**config.mk**
```make
export PLATFORM = sky130hd
export DESIGN_NAME = lcd_sensor_feeder
export DESIGN_NICKNAME = d
export VERILOG_FILES = /design/src/rtl/lcd_sensor_feeder.sv
export SDC_FILE = /design/constraint.sdc
export NUM_CORES = 1
export LEC_CHECK = 0
export BUFFER_PORTS_ARGS = -buffer_cell sky130_fd_sc_hd__clkbuf_2
export CAP_MARGIN = 20
export CORE_UTILIZATION = 50
export DETAILED_ROUTE_END_ITERATION = 7
export PLACE_DENSITY = 0.69
export SYNTH_ARGS = -nofsm -noshare
export SYNTH_HDL_FRONTEND = slang
export SYNTH_SLANG_ARGS = --single-unit
```
**constraint.sdc**
```tcl
create_clock -name clk -period 4.12 [get_ports clk]
set_clock_uncertainty 0.1 [all_clocks]
set_input_delay 0.206 -clock clk [delete_from_list [all_inputs] [get_ports clk]]
set_output_delay 0.206 -clock clk [all_outputs]
set_load 0.01 [all_outputs]
```
**src/rtl/lcd_sensor_feeder.sv**
```systemverilog
// lcd_sensor_feeder: per-channel sample averaging and periodic publish for the LCD1602 controller, plus power-up ready.
// Define LCD_SENSOR_AVG_EN for block averaging; otherwise each publish carries the latest sample.
module lcd_sensor_feeder #(
  parameter int DATA_BITS      = 8,
  parameter int AVG_LOG2       = 2,
  parameter int POWERUP_CYCLES = 2500000,
  parameter int REFRESH_CYCLES = 25000000
) (
  input  logic                 clk,
  input  logic                 reset,
  input  logic [2:0]           s_valid,
  input  logic [DATA_BITS-1:0] s_data_0,
  input  logic [DATA_BITS-1:0] s_data_1,
  input  logic [DATA_BITS-1:0] s_data_2,
  output logic [DATA_BITS-1:0] data_1_sen,
  output logic [DATA_BITS-1:0] data_2_sen,
  output logic [DATA_BITS-1:0] data_3_sen,
  output logic                 ready_o,
  output logic                 update_o,
  output logic [2:0]           stale_o
);
  localparam int CW = $clog2(POWERUP_CYCLES > REFRESH_CYCLES ? POWERUP_CYCLES : REFRESH_CYCLES);
  typedef enum logic [1:0] {POWERUP, COLLECT, PUBLISH} state_t;
  state_t state_q, state_d;
  logic [CW-1:0] cnt_q, cnt_d;
  logic pub, ready_q, ready_d, update_q;
  logic [2:0] accept, done, fresh_q, fresh_d, stale_q, stale_d;
  logic [2:0][DATA_BITS-1:0] smp, pend_q, pend_d, out_q, out_d;
`ifdef LCD_SENSOR_AVG_EN
  localparam int AW = DATA_BITS + AVG_LOG2;
  logic [2:0][AW-1:0] acc_q, acc_d, sum;
  logic [2:0][AVG_LOG2-1:0] scnt_q, scnt_d;
`endif
  assign smp = {s_data_2, s_data_1, s_data_0};
  assign accept = s_valid & {3{state_q != POWERUP}};
  always_comb begin
    state_d = state_q;
    cnt_d = cnt_q + CW'(1);
    pub = 1'b0;
    case (state_q)
      POWERUP: if (cnt_q == CW'(POWERUP_CYCLES - 1)) begin
        state_d = COLLECT;
        cnt_d = '0;
      end
      COLLECT: if (cnt_q == CW'(REFRESH_CYCLES - 1)) begin
        state_d = PUBLISH;
        cnt_d = '0;
        pub = 1'b1;
      end
      default: begin
        state_d = COLLECT;
        cnt_d = '0;
      end
    endcase
  end
  assign ready_d = ready_q | (state_q == POWERUP && cnt_q == CW'(POWERUP_CYCLES - 1));
  always_comb begin
    done = '0;
    pend_d = pend_q;
`ifdef LCD_SENSOR_AVG_EN
    sum = '0;
    acc_d = acc_q;
    scnt_d = scnt_q;
`endif
    for (int k = 0; k < 3; k++) begin
`ifdef LCD_SENSOR_AVG_EN
      sum[k] = acc_q[k] + AW'(smp[k]);
      done[k] = accept[k] & (&scnt_q[k]);
      acc_d[k] = done[k] ? '0 : accept[k] ? sum[k] : acc_q[k];
      scnt_d[k] = scnt_q[k] + AVG_LOG2'(accept[k]);
      pend_d[k] = done[k] ? DATA_BITS'(sum[k] >> AVG_LOG2) : pend_q[k];
`else
      done[k] = accept[k];
      pend_d[k] = done[k] ? smp[k] : pend_q[k];
`endif
      out_d[k] = pub ? pend_q[k] : out_q[k];
    end
    // a block finishing on the publish edge stays fresh for the next publish
    fresh_d = done | (fresh_q & {3{~pub}});
    stale_d = pub ? ~fresh_q : stale_q;
  end
  always_ff @(posedge clk) begin
    if (!reset) begin
      state_q <= POWERUP;
      cnt_q <= '0;
      ready_q <= 1'b0;
      update_q <= 1'b0;
      fresh_q <= '0;
      stale_q <= '0;
      pend_q <= '0;
      out_q <= '0;
`ifdef LCD_SENSOR_AVG_EN
      acc_q <= '0;
      scnt_q <= '0;
`endif
    end else begin
      state_q <= state_d;
      cnt_q <= cnt_d;
      ready_q <= ready_d;
      update_q <= pub;
      fresh_q <= fresh_d;
      stale_q <= stale_d;
      pend_q <= pend_d;
      out_q <= out_d;
`ifdef LCD_SENSOR_AVG_EN
      acc_q <= acc_d;
      scnt_q <= scnt_d;
`endif
    end
  end
  assign data_1_sen = out_q[0];
  assign data_2_sen = out_q[1];
  assign data_3_sen = out_q[2];
  assign ready_o = ready_q;
  assign update_o = update_q;
  assign stale_o = stale_q;
endmodule

```
# Word level (Yosys, flattened, before mapping)
# Index checks and enable logic that the tools add are counted.
# word_totals
wordCells	36
regBits	83
out_inout_bits	29
latchBits	0
rom_bits	0
inputBits	29
mem_bits_rw	0
n_memories	0
# classes
multipliers	0
n_reduce_logical	4
add_sub_neg	1
n_div	0
n_eq_ne	5
shifts	0
bitwise	6
mux	8
magnitude_cmp	0
# op_table
operator	n
$mux W25	2
$pmux W25 S2	1
$add A25 B1 Y25 const B	1
$eq A25 B22 Y1 const B	1
$eq A25 B25 Y1 const B	1
$and A3 B3 Y3	2
$mux W2	2
$pmux W2 S2	1
$not A3 Y3	1
$or A3 B3 Y3	1
$eq A2 B1 Y1 const B	1
$logic_not A2 Y1	1
$mux W1	2
$ne A2 B1 Y1 const B	1
$ne A2 B2 Y1 const B	1
$reduce_and A2 Y1	1
$reduce_bool A2 Y1	1
$logic_and A1 B1 Y1	1
$not A1 Y1	1
$or A1 B1 Y1	1

# Depth between registers and ports, before layout
# depth
ltp_word	6
mapped_depth	7
mapped_depth_nobuf	5

# Least setup slack after synthesis
# OpenSTA, ideal clock, no wires.
# synth_path
kind	reg-to-reg
start	reg cnt_q[0]
end	reg cnt_q[2]
slack_ps	1950
arrival_ps	1939
path_buffers	2
t_required_ps	3889
path_stages_with_launch	8
setup_time_ps	131
synth_period_minus_slack_ps	2170
cell_sequence	dfxtp_1 > ha_1 > nand3_1 > or4_1 > clkbuf_1 > o21ai_2 > buf_2 > nor3_1
# synth_via
elab_chain_cells	3
elab_cells_between_ends	6
classes_between	add/sub (1); eq/ne (2); mux (3)
# synth_rtl
element	line	text
start, declared	25	logic [CW-1:0] cnt_q, cnt_d;
start signal, assigned	98	cnt_q <= cnt_d;
$add A25 B1 Y25, or another cell as far along	38	cnt_d = cnt_q + CW'(1);
$mux W25 (on tied branches)	45, 41	
$pmux W25 S2 (*)	40	case (state_q)
# Mark *: on every way between the ends. The rest lies on a longest branch, timed or not.
# A chain may end at the register's enable or synchronous reset.

# Final worst setup path
# layout_path
start	reg cnt_q[0]
end	reg stale_q[2], in the netlist stale_o[2]
# layout_via
elab_chain_cells	3
# layout_rtl
element	line	text
$eq A25 B25 Y1	45	COLLECT: if (cnt_q == CW'(REFRESH_CYCLES - 1)) begin
$mux W1	45	
$mux W1	40	
end signal, assigned	102	stale_q <= stale_d;
end, declared	27	logic [2:0] accept, done, fresh_q, fresh_d, stale_q, stale_d;
# No other way between the ends.

==> results_dict.tcl <==
set metrics [dict create \
    status "complete, no violations" \
    clockRootBuffer "clkbuf_8" \
    grt_max_degree 56 \
    rr_worst_depth 6 \
    cts.sink_count 83 \
    synth_flop_cell "dfxtp_1" \
    fin_crit_sh_pct 66.6 \
    clock_path_buffers 2 \
    ys_ff_latch 83 \
    num-fill-cells 580 \
    critPathRequiredTime_ps 4290 \
    finalSetupViolations 0 \
    path_clk_slew_ps 80 \
    grt_pass1_vias 2888 \
    viasPerCell 5.74 \
    yosysUniqueCellTypes 42 \
    placed_cells 507 \
    critPathArrivalTime_ps 2920 \
    stdcell_count 545 \
    power.share.clock_pct 44.8 \
    synthAdderAreaFrac_pct 0.354 \
    power.internal_mw 1.23 \
    drt_iter0_drc 240 \
    numCtsBuffers 9 \
    synthArstFlopShare_pct 0 \
    synth_mux_area_share_pct 6.80 \
    drive_above_1_share_pct 20.5 \
    worst_skew_pair.late_latency_ps 350 \
    p_leak_nw 1.69 \
    rsz0062_at_grt "false" \
    area_growth_syn_to_layout_pct 23.3 \
    ys_warn_count 0 \
    grtUsageTotal_pct 23.5 \
    stdcell_area_um2 4360 \
    die_x_um 86.1 \
    slew_viol_final 0 \
    critPathCapture "stale_o[2]" \
    overflow 0 \
    p_per_area_nw_per_um2 355 \
    finalNetCount 475 \
    dpl.hpwl_mm 5.08 \
    core_area_um2 6790 \
    numPortBuffers 57 \
    critPathKind "reg2reg" \
    hp-class "in2reg" \
    vias 3130 \
    maxCapViolCount 0 \
    worst_pin_slew_ps 1030 \
    startpoint "cnt_q[0]" \
    insertedDiodeCount 0 \
    dieArea_um2 7410 \
    path_max_fanout 23 \
    netSwitchingFraction_pct 20.5 \
    antenna_found_initial 0 \
    routed_wl_mm 8.29 \
    synth_top_family_by_area "simple AND/OR/NAND/NOR gates" \
    routedWlPerCell_um 15.2 \
    p_comb_share_pct 3.1 \
    row_count 30 \
    r2r_start "cnt_q[0]" \
    vdd_drop_max_uv 203 \
    fin_ws_ps 1370 \
    tritoncts "built" \
    synth_simple_gate_area_share_pct 22.1 \
    final.setup.tns_ps 0 \
    start_kind "register" \
    synth-compound-area-share_pct 16.5 \
    max_freq_mhz 364 \
    ioPinCount 58 \
    synth-xor-area-share_pct 2.73 \
    layout_min_cycle_time_ps 2750 \
    routabilityCongestion 0.772 \
    syn_nets 411 \
    netlist_area_um2 3530 \
    worstSetupEndpointType "register" \
    postPlaceCellArea_um2 3890 \
    p_switching_mw 0.317 \
    ant_nets 0 \
    synth_edf_count 0 \
    yosysSeqAreaShare_pct 47.0 \
    cts_max_level 3 \
    relSlewSlack_pct 31.1 \
    seqPwrFrac_pct 52.1 \
    die-height_um 86.1 \
    hold_violations 0 \
    rrSetupSlack_ps 1370 \
    initial_core_util_pct 52.0 \
    r2r_end "stale_o[2]" \
    grt_pass1_wl_mm 13.8 \
    synthesis.instances 381 \
    post-cts-setup-buffers 0 \
    firstDrtPassIters 4 \
    avgSynthCellArea_um2 9.28 \
    pre_cts_slack_ps 1400 \
    drcViolationCount 0 \
]
## synth_stat cells, drive strengths merged, types with 2 or more instances
| master | n | share of area, % |
|---|---|---|
| o21ai | 11 | 1.7 |
| a21oi | 30 | 4.2 |
| o31ai | 36 | 7.6 |
| clkbuf | 26 | 2.8 |
| nand4 | 31 | 5.7 |
| xor2 | 2 | 0.50 |
| or4 | 12 | 2.8 |
| a211oi | 12 | 2.7 |
| buf | 7 | 1.1 |
| or3 | 7 | 1.3 |
| nand3 | 9 | 1.6 |
| nor3 | 15 | 2.1 |
| nor4 | 4 | 0.88 |
| and4 | 3 | 0.74 |
| nand2 | 7 | 0.74 |
| mux2i | 24 | 6.8 |
| xnor2 | 9 | 2.2 |
| nor2 | 30 | 3.2 |
| and3 | 5 | 0.92 |
| dfxtp | 83 | 47 |
| nor3b | 2 | 0.42 |
| inv | 7 | 0.74 |
## per-layer routing
metal | vias up | part of all wire [%] | GRT usage [%]
li1 | 1565 | - | -
met1 | 1474 | 48 | 31.9
met2 | 79 | 46 | 36.7
met3 | 12 | 4.7 | 5.10
met4 | 0 | 1.5 | 8.64
met5 | - | 0 | 0
## power by group through the flow
stage                     registers (mW)  clock network (mW)  logic [mW]
after floorplan                    0.825                   0      0.0154
after global placement             0.825                   0      0.0321
after detailed placement           0.825                   0      0.0324
after CTS                          0.806               0.702      0.0481
after global routing               0.807               0.734      0.0522
final                              0.807               0.694      0.0484
## how the worst min path moves through the flow
stage	start	to	slack (ps)	cells after the start
2_1_floorplan	reset	ready_o	220	1
3_3_place_gp	s_data_1[3]	pend_q[11]	340	3
3_5_place_dp	s_data_1[2]	pend_q[10]	340	3
4_1_cts	s_data_1[3]	pend_q[11]	0.9	3
5_1_grt	s_data_0[3]	pend_q[3]	20	3
6_report	s_data_1[7]	pend_q[15]	6	3
## placed cells by master, fill, tap and decap left out, types with 2 or more instances in the layout
| cell | count |
|---|---|
| a211oi_1 | 11 |
| a21oi_1 | 30 |
| and3_1 | 4 |
| and4_1 | 3 |
| buf_4 | 6 |
| bufinv_16 | 3 |
| clkbuf_2 | 57 |
| clkbuf_8 | 9 |
| clkinv_4 | 2 |
| dfxtp_1 | 83 |
| dlygate4sd3_1 | 21 |
| inv_1 | 6 |
| mux2i_1 | 24 |
| nand2_1 | 7 |
| nand3_1 | 8 |
| nand4_1 | 30 |
| nor2_1 | 30 |
| nor3_1 | 14 |
| nor3b_1 | 2 |
| nor4_1 | 3 |
| o21ai_0 | 8 |
| o21ai_1 | 2 |
| o31ai_1 | 36 |
| or3_1 | 6 |
| or4_1 | 10 |
| or4_4 | 2 |
| xnor2_1 | 9 |
| xor2_1 | 2 |
## per-stage QoR
stage / power (mW) / utilization, % / hold slack (ps)
3_3_place_gp: 0.857 / 56.9 / 337
5_1_grt: 1.59 / 64.1 / 21.9
2_1_floorplan: 0.840 / - / 224
3_5_place_dp: 0.858 / 57.3 / 344
4_1_cts: 1.56 / 63.9 / 0.888
6_report: 1.55 / 64.1 / 6.20
## flip-flops by register name (all words and copies together), names as in the netlist
name        flops
cnt_q          25
pend_q         24
data_1_sen      8
data_2_sen      8
data_3_sen      8
fresh_q         3
stale_o         3
state_q         2
ready_o         1
update_o        1
## kinds of logic after synthesis
family | after synthesis
and+or+nand+nor | 132
AOI/OAI and AO/OA | 90
DFF | 83
buffers and inverters | 40
muxes | 24
xor gates and xnor gates | 11
adders and majority gates | 1
## critical path, cell delays in order, from the launching register on
cell,delay (ps)
dfxtp_1,400
ha_1,220
nand3_1,220
or4_1,870
buf_16,280
or4_1,460
a21oi_1,120
## what timing repair did
| item | 4_1_cts | 5_1_grt |
|---|---|---|
| hold buffers | 21 | 0 |
| resized for setup | 0 | 0 |
| hold endpoints to repair | 21 | 0 |
| setup endpoints to repair | 0 | 0 |
## area by class of cell
cell class | instances | area, um^2 | share of cell area (%)
timing repair buffer | 86 | 579 | 13.3
clock buffer | 9 | 124 | 2.84
clock inverter | 6 | 115 | 2.64
sequential | 83 | 1660 | 38.1
inverter | 7 | 26.3 | 0.603
tap | 96 | 120 | 2.76
multi-input combinational | 258 | 1730 | 39.7
Power figures use the tool's default switching activity.
